`config.mk`:
```
export PLATFORM = sky130hd
export DESIGN_NAME = pc_fetch_unit_flat
export DESIGN_NICKNAME = d
export VERILOG_FILES = /design/src/rtl/pc_fetch_unit_if.sv /design/src/rtl/pc_fetch_unit.sv /design/src/flat_wrapper.sv
export SDC_FILE = /design/constraint.sdc
export NUM_CORES = 1
export LEC_CHECK = 0
export ABC_AREA = 0
export BUFFER_PORTS_ARGS = -buffer_cell sky130_fd_sc_hd__buf_2
export CAP_MARGIN = 30
export CORE_MARGIN = 3
export CORE_UTILIZATION = 44
export CTS_CLUSTER_DIAMETER = 80
export CTS_CLUSTER_SIZE = 28
export DETAILED_ROUTE_END_ITERATION = 7
export GPL_ROUTABILITY_DRIVEN = 0
export PLACE_DENSITY = 0.81
export SYNTH_ARGS = -nofsm -noshare
export SYNTH_HDL_FRONTEND = slang
export SYNTH_SLANG_ARGS = --single-unit
```
`constraint.sdc`:
```
create_clock -name clk -period 2 [get_ports clk]
set_clock_uncertainty 0.1 [all_clocks]
set_input_delay 0.4 -clock clk [delete_from_list [all_inputs] [get_ports clk]]
set_output_delay 0.4 -clock clk [all_outputs]
set_load 0.1 [all_outputs]
```
`src/rtl/pc_fetch_unit_if.sv`:
```
// rtl/pc_fetch_unit_if.sv - instruction-memory request/response bus between fetch unit and imem
interface pc_fetch_unit_if;
  logic        imem_req_valid;
  logic [31:0] imem_req_addr;
  logic        imem_req_ready;
  logic        imem_rsp_valid;
  logic [31:0] imem_rsp_data;

  modport master (
    output imem_req_valid,
    output imem_req_addr,
    input  imem_req_ready,
    input  imem_rsp_valid,
    input  imem_rsp_data
  );

  modport slave (
    input  imem_req_valid,
    input  imem_req_addr,
    output imem_req_ready,
    output imem_rsp_valid,
    output imem_rsp_data
  );
endinterface

```
`src/rtl/pc_fetch_unit.sv`:
```
// rtl/pc_fetch_unit.sv - PC register and one-request-per-instruction fetch sequencer
// Optional misaligned-NPC halt enabled by defining PC_ALIGN_CHECK_EN.
module pc_fetch_unit #(
  parameter logic [31:0] RESET_PC = 32'h0000_3000
) (
  input  logic                   clk,
  input  logic                   reset_n,
  input  logic [31:0]            npc_i,
  input  logic                   stall_i,
  pc_fetch_unit_if.master        imem,
  output logic [31:0]            pc_o,
  output logic [31:0]            instr_o,
  output logic                   instr_valid_o,
  output logic                   misalign_o
);

  typedef enum logic [1:0] {
    S_FETCH,
    S_WAIT,
    S_ISSUE
`ifdef PC_ALIGN_CHECK_EN
    , S_HALT
`endif
  } state_t;

  state_t state;
  state_t state_nxt;
  logic   commit;

  assign commit = (state == S_ISSUE) && !stall_i;

`ifdef PC_ALIGN_CHECK_EN
  logic npc_bad;
  assign npc_bad = (npc_i[1:0] != 2'b00);
`endif

  always_ff @(posedge clk or negedge reset_n) begin
    if (!reset_n) begin
      state <= S_FETCH;
    end else begin
      state <= state_nxt;
    end
  end

  always_comb begin
    state_nxt = state;
    case (state)
      S_FETCH: if (imem.imem_req_ready) state_nxt = S_WAIT;
      S_WAIT:  if (imem.imem_rsp_valid) state_nxt = S_ISSUE;
      S_ISSUE: begin
        if (!stall_i) begin
`ifdef PC_ALIGN_CHECK_EN
          state_nxt = npc_bad ? S_HALT : S_FETCH;
`else
          state_nxt = S_FETCH;
`endif
        end
      end
`ifdef PC_ALIGN_CHECK_EN
      S_HALT:  state_nxt = S_HALT;
`endif
      default: state_nxt = S_FETCH;
    endcase
  end

  // Reset forces FETCH asynchronously, so the request must also be gated by reset_n itself.
  always_comb begin
    imem.imem_req_valid = reset_n && (state == S_FETCH);
    imem.imem_req_addr  = pc_o;
  end

  always_ff @(posedge clk or negedge reset_n) begin
    if (!reset_n) begin
      pc_o          <= RESET_PC;
      instr_o       <= 32'h0;
      instr_valid_o <= 1'b0;
`ifdef PC_ALIGN_CHECK_EN
      misalign_o    <= 1'b0;
`endif
    end else begin
      if ((state == S_WAIT) && imem.imem_rsp_valid) begin
        instr_o       <= imem.imem_rsp_data;
        instr_valid_o <= 1'b1;
      end
      if (commit) begin
        instr_valid_o <= 1'b0;
`ifdef PC_ALIGN_CHECK_EN
        if (npc_bad) begin
          misalign_o <= 1'b1;
        end else begin
          pc_o <= npc_i;
        end
`else
        pc_o <= npc_i & 32'hFFFF_FFFC;
`endif
      end
    end
  end

`ifndef PC_ALIGN_CHECK_EN
  assign misalign_o = 1'b0;
`endif

endmodule

```
`src/flat_wrapper.sv`:
```
// flat-port wrapper written by rule: the top's interface ports become plain ports
module pc_fetch_unit_flat 
#(
  parameter logic [31:0] RESET_PC = 32'h0000_3000
)
  (clk, reset_n, npc_i, stall_i, pc_o, instr_o, instr_valid_o, misalign_o, imem_imem_req_valid, imem_imem_req_addr, imem_imem_req_ready, imem_imem_rsp_valid, imem_imem_rsp_data);
  pc_fetch_unit_if imem_i ();
  input  logic clk;
  input  logic reset_n;
  input  logic [31:0] npc_i;
  input  logic stall_i;
  output logic [31:0] pc_o;
  output logic [31:0] instr_o;
  output logic instr_valid_o;
  output logic misalign_o;
  output wire logic [$bits(imem_i.imem_req_valid)-1:0] imem_imem_req_valid;
  output wire logic [$bits(imem_i.imem_req_addr)-1:0] imem_imem_req_addr;
  input wire logic [$bits(imem_i.imem_req_ready)-1:0] imem_imem_req_ready;
  input wire logic [$bits(imem_i.imem_rsp_valid)-1:0] imem_imem_rsp_valid;
  input wire logic [$bits(imem_i.imem_rsp_data)-1:0] imem_imem_rsp_data;
  assign imem_imem_req_valid = imem_i.imem_req_valid;
  assign imem_imem_req_addr = imem_i.imem_req_addr;
  assign imem_i.imem_req_ready = imem_imem_req_ready;
  assign imem_i.imem_rsp_valid = imem_imem_rsp_valid;
  assign imem_i.imem_rsp_data = imem_imem_rsp_data;
  pc_fetch_unit #(.RESET_PC(RESET_PC)) u_core (.clk(clk), .reset_n(reset_n), .npc_i(npc_i), .stall_i(stall_i), .imem(imem_i), .pc_o(pc_o), .instr_o(instr_o), .instr_valid_o(instr_valid_o), .misalign_o(misalign_o));
endmodule
```
==> results of run 1 <==
==> kinds of logic (layout without fill, tap and decap cells) <==
logic type | Yosys count | count (layout)
AO/OA/AOI/OAI | 2 | 2
flip-flops | 65 | 65
AND/OR/NAND/NOR | 8 | 8
other | 1 | 5
buffers and inverters | 43 | 181
multiplexers | 63 | 63
==> per-stage QoR <==
stage	instances	setup slack [ns]	hold WS [ns]	area [um2]
detailed placement	384	0.365	0.388	3520
floorplan	186	0.140	0.00441	2890
global placement	384	0.378	0.383	3520
CTS	399	0.177	0.185	3720
global route	399	0.138	0.186	3720
finish	399	0.208	0.170	3720
==> cell usage in the layout, fill, tap and decap left out <==
cell type	Yosys	layout
sky130_fd_sc_hd__buf_2	0	159
sky130_fd_sc_hd__dfrtp_1	63	63
sky130_fd_sc_hd__mux2_2	31	31
sky130_fd_sc_hd__mux2_4	29	29
sky130_fd_sc_hd__clkbuf_8	0	11
sky130_fd_sc_hd__conb_1	1	5
sky130_fd_sc_hd__buf_12	0	3
sky130_fd_sc_hd__inv_1	2	2
sky130_fd_sc_hd__mux2_1	2	2
sky130_fd_sc_hd__o21ai_0	2	2
sky130_fd_sc_hd__nand2_1	2	2
sky130_fd_sc_hd__clkinv_2	0	2
sky130_fd_sc_hd__buf_4	35	2
sky130_fd_sc_hd__dfstp_2	2	2
sky130_fd_sc_hd__nor3b_4	0	1
sky130_fd_sc_hd__nor2b_2	1	1
sky130_fd_sc_hd__nand2_4	1	1
sky130_fd_sc_hd__nor3_4	1	1
sky130_fd_sc_hd__mux2i_1	1	1
sky130_fd_sc_hd__nor2_1	1	1
sky130_fd_sc_hd__nand3b_1	1	1
sky130_fd_sc_hd__clkbuf_1	0	1
sky130_fd_sc_hd__bufinv_16	0	1
==> Yosys cell counts <==
master / count
sky130_fd_sc_hd__buf_4: 35
sky130_fd_sc_hd__buf_6: 6
sky130_fd_sc_hd__conb_1: 1
sky130_fd_sc_hd__dfrtp_1: 63
sky130_fd_sc_hd__dfstp_2: 2
sky130_fd_sc_hd__inv_1: 2
sky130_fd_sc_hd__mux2_1: 2
sky130_fd_sc_hd__mux2_2: 31
sky130_fd_sc_hd__mux2_4: 29
sky130_fd_sc_hd__mux2i_1: 1
sky130_fd_sc_hd__nand2_1: 2
sky130_fd_sc_hd__nand2_4: 1
sky130_fd_sc_hd__nand3b_1: 1
sky130_fd_sc_hd__nor2_1: 1
sky130_fd_sc_hd__nor2b_2: 1
sky130_fd_sc_hd__nor3_4: 1
sky130_fd_sc_hd__nor3b_1: 1
sky130_fd_sc_hd__o21ai_0: 2
==> how the worst max path moves through the flow <==
| stage | startpoint | to | slack (ns) | depth (start not counted) |
|---|---|---|---|---|
| after floorplan | u_core.state[0] | imem_imem_req_valid | 0.14 | 1 |
| after detailed placement | imem_imem_rsp_valid | u_core.instr_o[25] | 0.36 | 5 |
| after CTS | u_core.state[0] | imem_imem_req_valid | 0.18 | 2 |
| final | u_core.state[0] | imem_imem_req_valid | 0.21 | 2 |
| after global placement | imem_imem_rsp_valid | u_core.instr_o[25] | 0.38 | 5 |
| after global routing | u_core.state[0] | imem_imem_req_valid | 0.14 | 2 |
==> area by class of cell <==
class,count,area share [%]
Clock buffer,12,4.18
Clock inverter,3,1.08
Inverter,2,0.202
Multi-Input combinational cell,78,24.7
Sequential cell,65,43.8
Tap cell,75,2.53
Timing Repair Buffer,164,23.4
==> layer usage <==
metal  global-route usage [%]  wire length, um
met5                        0                0
met4                     7.22               77
met3                     4.09              492
met2                     25.5             2770
met1                     17.0             2110
==> state kept, by name, summed over array words and instances (netlist names) <==
name and count:
u_core.state 2, u_core.instr_o 32, u_core.imem.imem_req_addr 30, u_core.instr_valid_o 1
==> metrics.yaml, run 1 <==
sta:
  setup_viol: 0
  grt_setup_unrepaired: "false"
  tns_ns: 0
  maxSlewHeadroom_pct: 48.9
  hold_viol_final: 0
  timing.final.crit_period_ns: 1.79
  max_frequency_mhz: 558
  max_slew.worst_pin.slew_ns: 0.767
  post-route-period-util_pct: 89.6
  final_max_slew_viol_count: 0
critical_path:
  reg2reg_setup_slack_ns: 0.44
  worst-endpoint-required_ns: 1.50
  regToRegStartpoint: "u_core.state[0]"
  timing.rr.end: "u_core.imem.imem_req_addr[17]"
  critPathMaxFanout: 6
  max_stage_delay_on_crit_path_ns: 0.50
  worstSetupPathType: "reg2out"
  critPathSlowestCell: "sky130_fd_sc_hd__dfrtp_1"
  cp_cell_sequence: "nor3b_4 -> buf_12"
  cp_num_buf_inv: 1
  critical_path.endpoint_type: "output port"
  startpoint_type: "flop"
  ff2ff_path_depth: 3
  cp.arrival_ns: 1.29
  cell_type_group_with_the_largest_total_delay_on_the_critical_path: "flip-flops"
logic_synthesis:
  synth.cell_area_um2: 2860
  seq_area_frac_synth_pct: 57.0
  synthDominantCellAreaShare_pct: 55.1
  post_synth_mux_area_share_pct: 28.6
  synth_fa_ha_area_share_pct: 0
  synth.area.top_cells: "sky130_fd_sc_hd__dfrtp_1 55%, sky130_fd_sc_hd__mux2_4 15%, sky130_fd_sc_hd__mux2_2 12%, sky130_fd_sc_hd__buf_4 9.2%, sky130_fd_sc_hd__buf_6 2.4%"
  synth_xor_area_share_pct: 0
  synthDominantAreaCellType: "sky130_fd_sc_hd__dfrtp_1"
  synth_warnings: 0
  synth-compound-area-share_pct: 0.350
  synth-simple-area-share_pct: 2.19
  synth_cell_types: 18
  avgSynthCellArea_um2: 15.7
  ys_seq_elements: 65
  postSynthCellCount: 182
  synth_top_family_by_area: "multiplexers"
clocking:
  numClockSinks: 65
  worstSkewPairLatency_ns: 0.32
  cts-root-buf: "sky130_fd_sc_hd__clkbuf_8"
  cts.htree.levels: 3
  post_cts.resized_instances: 0
  ctsLongestPathBuffers: 2
  cts_setup_buffers: 0
  cts_made_buffers: 9
  clk_pin_slew_ns: 0.07
  ctsHoldBuffers: 0
  tritoncts: "done"
placed_design:
  port_buffers: 160
  dp_hpwl_mm: 4.17
global_routing:
  grt_pass1_vias: 1899
  groute.usage.overall_pct: 14.8
  grt_remaining_overflow: 0
  antenna_found_initial: 0
  largest_net_degree_at_the_start_of_global_routing: 66
  global_route_wire_length_before_repair_mm: 8.63
routing:
  route.detailed.wl_per_inst_um: 13.7
  drt_first_iter_violations: 35
  final_antenna_net_count: 0
  first_pass_iters: 5
  post-route-drc-count: 0
  detail_route.vias_per_cell: 4.62
  finalWirelength_mm: 5.45
  dr_total_vias: 1845
die:
  site_rows: 28
  coreArea_um2: 6100
  boundaryPins: 168
  die_boundary_height_um: 86.6
  die_w_um: 86.6
  dieArea_um2: 7500
  initial_core_util_pct: 46.9
job:
  max-cap-violations: 0
min_path:
  worstHoldPathType: "in2async"
cells_and_area:
  fillCellCount: 505
  finish.utilization_pct: 61.0
  final_nets: 389
  ant_diodes: 0
  multi_input_combinational_cell_area_um2: 920
  flow.area_growth_from_synthesis_pct: 29.9
  layout.area.seq_um2: 1630
  fraction_of_layout_instances_using_a_drive_strength_above_1_pct: 75.3
status:
  outcome: "finished, final reports clean"
Power of run 1 is left out: the tool's default activity adds up to more than one toggle a clock period on the data nets, which glitch-free logic cannot reach.
==> inputs of run 2 (changes only) <==
- CORE_UTILIZATION: 44 -> 39
- PLACE_DENSITY: 0.81 -> 0.76
- clock period: 2 -> 1.5 ns (I/O delays scaled with it)
==> run 2 against run 1 <==
Sequential share of layout area down 7.2 points. Critical path type unchanged. The flow now finishes with violations (setup timing). Worst hold slack lost 0.084 ns. First-iteration DRC count grew 31%. Via count increased by 7.2%. Wire length grew 30%. Flip-flop and latch count is the same. Critical endpoint unchanged.
==> metrics.yaml, run 2 (synthesis results as in run 1) <==
status:
  outcome: "finished, violations left"
  violated_checks: "setup timing"
clocking:
  ctsHoldBuffers: 0  # unchanged
  clk_pin_slew_ns: 0.07  # about the same
  tritoncts: "done"
  numClockSinks: 65  # unchanged
  ctsLongestPathBuffers: 2  # unchanged
  cts.htree.levels: 3  # unchanged
  cts-root-buf: "sky130_fd_sc_hd__clkbuf_8"
  worstSkewPairLatency_ns: 0.32  # about the same
  cts_made_buffers: 9  # unchanged
critical_path:
  startpoint_type: "flop"
  critical_path.endpoint_type: "output port"
  max_stage_delay_on_crit_path_ns: 0.41  # -0.09 ns
  reg2reg_setup_slack_ns: -0.16  # -0.60 ns
  cp_cell_sequence: "buf_6 -> nor3b_4 -> buf_12"
  worstSetupPathType: "reg2out"
  critPathSlowestCell: "sky130_fd_sc_hd__dfrtp_2"
  critPathMaxFanout: 2  # -4
  cp.arrival_ns: 1.28  # about the same
  worst-endpoint-required_ns: 1.10  # -0.40 ns
die:
  dieArea_um2: 8400  # +12%
  coreArea_um2: 6940  # +14%
  site_rows: 30  # +7.1%
  initial_core_util_pct: 41.2  # -5.7 points
  die_boundary_height_um: 91.6  # +5.8%
  boundaryPins: 168  # unchanged
  die_w_um: 91.6  # +5.8%
global_routing:
  antenna_found_initial: 0  # unchanged
  grt_remaining_overflow: 0  # unchanged
  largest_net_degree_at_the_start_of_global_routing: 66  # unchanged
  grt_pass1_vias: 2045  # +7.7%
  global_route_wire_length_before_repair_mm: 9.91  # +15%
  groute.usage.overall_pct: 14.9  # +0.10 points
placed_design:
  port_buffers: 160  # unchanged
  placement.setup.worst_slack_ns: 0.0120  # -0.353 ns
  dp_hpwl_mm: 4.75  # +14%
  dpl.cell_count: 409  # +6.5%
  placed_cell_area_um2: 3910  # +11%
cells_and_area:
  mostFrequentLayoutCells: "83 x sky130_fd_sc_hd__buf_4, 66 x sky130_fd_sc_hd__buf_2, 59 x sky130_fd_sc_hd__mux2_4"
  layoutNonFillerInstCount: 436  # +9.3%
  flow.area_growth_from_synthesis_pct: 59.4
  finish.utilization_pct: 65.7  # +4.7 points
  ant_diodes: 0  # unchanged
  fin_area_um2: 4560  # +23%
  max_flop_register: "u_core.instr_o"
  layout.area.seq_um2: 1670  # +2.7%
  multi_input_combinational_cell_area_um2: 1030  # +12%
  fraction_of_layout_instances_using_a_drive_strength_above_1_pct: 85.3  # +10 points
  layout.cells.most_common: "sky130_fd_sc_hd__buf_4"
  fillCellCount: 486  # -3.8%
  final_nets: 404  # +3.9%
  largest_register_ff_count: 32  # unchanged
routing:
  first_pass_iters: 4  # -1
  final_antenna_net_count: 0  # unchanged
  detail_route.vias_per_cell: 4.54  # -1.9%
  dr_total_vias: 1978  # +7.2%
  route.detailed.wl_per_inst_um: 16.3  # +19%
  finalWirelength_mm: 7.11  # +30%
  post-route-drc-count: 0  # unchanged
  drt_first_iter_violations: 46  # +31%
sta:
  hold_viol_final: 0  # unchanged
  post-route-period-util_pct: 112
  max_slew.worst_pin.slew_ns: 0.814  # +0.0464 ns
  timing.final.crit_period_ns: 1.68
  post-route-worst-setup-slack_ns: -0.175  # -0.383 ns
  max_frequency_mhz: 597
  final_max_slew_viol_count: 0  # unchanged
  setup_viol: 67  # +67
  grt_setup_unrepaired: "true"
  maxSlewHeadroom_pct: 45.8  # -3.1 points
min_path:
  worstHoldPathType: "in2async"
job:
  max-cap-violations: 0  # unchanged
## run 2: cell count changes in the layout (fill, tap and decap cells not counted), sizes merged
cell    previous run  this run
clkbuf            12        16
clkinv             2         1
buf              164       177
## run 2: what timing repair did
action                                  in CTS  in global routing
pin swaps                                    2                  0
cloned                                       0                  3
gates resized for setup                     76                 35
buffers inserted                             3                  5
endpoints found under the setup margin      79                 35
## run 2: worst paths after layout
| kind | startpoint | depth (start not counted) | endpoint |
|---|---|---|---|
| max in group asynchronous | reset_n | 2 | u_core.imem.imem_req_addr[15] |
| min | reset_n | 2 | u_core.imem.imem_req_addr[30] |
| min in group clk | imem_imem_rsp_data[21] | 2 | u_core.instr_o[21] |
| min reg2reg | u_core.instr_o[16] | 1 | u_core.instr_o[16] |
| max | u_core.state[0] | 3 | imem_imem_req_valid |
| max reg2reg | u_core.state[0] | 6 | u_core.imem.imem_req_addr[5] |
## run 2: per-stage QoR
step / TNS [ns] / hold slack [ns]
global route: -9.12 / 0.0793
global placement: 0 / 0.387
CTS: -1.15 / 0.0699
floorplan: -0.206 / -0.0956
detailed placement: 0 / 0.391
finish: -6.95 / 0.0858
## run 2: cell type report
cell class	instances	share of cell area, %
clock buffer	14	3.79
clock inverter	2	0.768
inverter	2	0.165
multi-input combinational	78	22.6
sequential	65	36.7
tap	96	2.63
timing repair buffer	179	33.3
## run 2: critical path: cells and delay by family, from the launching register on
kind                   cells  cell delay, ns
and+or+nand+nor            1            0.22
buffers and inverters      2            0.32
DFF                        1            0.41
## run 2: layer usage
layer	routed length (um)	vias to the layer above	GRT usage, %	share of wire, %
met3	546	16	4.27	7.7
li1	-	881	-	-
met4	158	0	8.04	2.2
met5	0	-	0	0
met2	3650	115	26.3	51
met1	2750	966	16.1	39
Power of run 2 is left out for the same reason.
==> inputs of run 3 (changes only) <==
==> constraint.sdc (replaced) <==
create_clock -name clk -period 1.5 [get_ports clk]
set_clock_uncertainty 0.1 [all_clocks]
set_input_delay 0 -clock clk [delete_from_list [all_inputs] [get_ports clk]]
set_output_delay 0 -clock clk [all_outputs]
set_load 0.1 [all_outputs]
==> run 3 against run 2 <==
The run now ends clean. Worst hold slack improved by 0.082 ns. Core utilization decreased by 0.61 points. Critical path depth increased by 2. Maximum frequency increased by 12%. Non-clock buffer count increased by 61. Global-route usage increased by 2.4 points. First-iteration DRC count increased by 11%. Final area decreased by 0.93%. Critical path type is now reg2reg.
==> metrics.yaml, run 3 (synthesis results as in run 1) <==
critical_path:
  cp.depth: 5  # +2
  critical_path.endpoint_type: "flop"
  critPathMaxFanout: 8  # +6
  startpoint_type: "flop"
  worstSetupStartpoint: "u_core.state[1]"
  critPathSlowestCell: "sky130_fd_sc_hd__dfrtp_2"
  max_stage_delay_on_crit_path_ns: 0.42  # about the same
  cp_num_buf_inv: 3  # +1
  cp_cell_sequence: "inv_2 -> nor3_4 -> buf_4 -> clkbuf_16 -> mux2_2"
  ff2ff_path_depth: 5  # -1
  regToRegStartpoint: "u_core.state[1]"
  worstSetupPathType: "reg2reg"
  worst-endpoint-required_ns: 1.60  # +0.50 ns
  cell_type_group_with_the_largest_total_delay_on_the_critical_path: "flip-flops"
  cp.arrival_ns: 1.60  # +0.32 ns
die:
  boundaryPins: 168  # unchanged
  dieArea_um2: 8400  # unchanged
  initial_core_util_pct: 41.2  # unchanged
  site_rows: 30  # unchanged
  die_w_um: 91.6  # unchanged
  die_boundary_height_um: 91.6  # unchanged
  coreArea_um2: 6940  # unchanged
global_routing:
  groute.usage.overall_pct: 17.3  # +2.4 points
  grt_pass1_vias: 2345  # +15%
  grt_remaining_overflow: 0  # unchanged
  global_route_wire_length_before_repair_mm: 11.4  # +15%
  largest_net_degree_at_the_start_of_global_routing: 66  # unchanged
  antenna_found_initial: 0  # unchanged
sta:
  max_frequency_mhz: 669  # +12%
  grt_setup_unrepaired: "true"
  setup_viol: 0  # -100%
  timing.final.crit_period_ns: 1.50  # -0.180 ns
  post-route-period-util_pct: 99.7  # -12 points
  hold_viol_final: 0  # unchanged
  final_max_slew_viol_count: 0  # unchanged
routing:
  dr_total_vias: 2158  # +9.1%
  finalWirelength_mm: 7.52  # +5.8%
  detail_route.vias_per_cell: 4.34  # -4.3%
  drt_first_iter_violations: 51  # +11%
  route.detailed.wl_per_inst_um: 15.1  # -7.2%
  first_pass_iters: 4  # unchanged
  final_antenna_net_count: 0  # unchanged
  post-route-drc-count: 0  # unchanged
cells_and_area:
  max_flop_register: "u_core.instr_o"
  flow.area_growth_from_synthesis_pct: 58.0
  final_nets: 465  # +15%
  ant_diodes: 0  # unchanged
  fraction_of_layout_instances_using_a_drive_strength_above_1_pct: 63.8  # -21 points
  layout.cells.most_common: "sky130_fd_sc_hd__buf_2"
  layoutNonFillerInstCount: 497  # +14%
  largest_register_ff_count: 32  # unchanged
  mostFrequentLayoutCells: "159 x sky130_fd_sc_hd__buf_2, 66 x sky130_fd_sc_hd__dlygate4sd3_1, 62 x sky130_fd_sc_hd__dfrtp_1"
clocking:
  cts.htree.levels: 3  # unchanged
  ctsLongestPathBuffers: 2  # unchanged
  cts_made_buffers: 9  # unchanged
  clk_pin_slew_ns: 0.07  # about the same
  tritoncts: "done"
  numClockSinks: 65  # unchanged
  cts-root-buf: "sky130_fd_sc_hd__clkbuf_8"
  worstSkewPairLatency_ns: 0.32  # about the same
job:
  max-cap-violations: 0  # unchanged
status:
  outcome: "finished, final reports clean"
placed_design:
  port_buffers: 160  # unchanged
  dpl.cell_count: 408  # -0.24%
  dp_hpwl_mm: 4.28  # -9.8%
min_path:
  worstHoldPathType: "in2async"
[run 3: final cells by class]
cell class / instances / area, um2
Tap cell: 96 / 120
Inverter: 2 / 7.51
Clock inverter: 4 / 20.0
Fill cell: 506 / 2430
Timing Repair Buffer: 240 / 1680
Clock buffer: 12 / 145
Multi-Input combinational cell: 78 / 920
Sequential cell: 65 / 1630
[run 3: through the flow]
step | setup slack [ns] | hold slack, ns | util, % | area (um2) | setup TNS, ns
final | 0.00495 | 0.168 | 65.1 | 4520 | 0
after global routing | -0.0341 | 0.192 | 65.1 | 4520 | -0.427
after CTS | 0.0110 | 0.178 | 63.5 | 4410 | 0
after detailed placement | -0.0254 | -0.0154 | 51.6 | 3580 | -0.394
after global placement | 0.0516 | -0.0234 | 51.6 | 3580 | 0
after floorplan | 0.0398 | -0.396 | - | 2890 | 0
[run 3: worst paths after layout]
check / endpoint / slack, ns
worst min register to register: u_core.instr_o[20] / 0.40
worst max-delay path: u_core.imem.imem_req_addr[11] / 0.005
min in group clk: u_core.imem.imem_req_addr[30] / 0.33
max in group asynchronous: u_core.imem.imem_req_addr[13] / 0.83
worst min-delay path: u_core.imem.imem_req_addr[20] / 0.17
worst max register to register: u_core.imem.imem_req_addr[11] / 0.005
[run 3: per-layer routing]
metal,GRT usage (%),up-vias,routed length (um)
li1,-,1006,-
met3,5.09,7,481
met2,31.6,99,4010
met4,6.78,0,89
met5,0,-,0
met1,18.7,1046,2930
[run 3: what timing repair did]
action                     CTS  global route
gates resized for setup      1             1
setup endpoints to repair   28            29
setup buffers                0             3
pin swaps                    0             0
gates cloned                 0             4
hold buffers                66             0
hold endpoints to repair   130             0
[run 3: worst reg2reg max path: stages (launching register included)]
cell and delay, ns:
sky130_fd_sc_hd__dfrtp_2 0.42, sky130_fd_sc_hd__inv_2 0.07, sky130_fd_sc_hd__nor3_4 0.14, sky130_fd_sc_hd__buf_4 0.16, sky130_fd_sc_hd__clkbuf_16 0.15, sky130_fd_sc_hd__mux2_2 0.33
Power of run 3 is left out for the same reason.
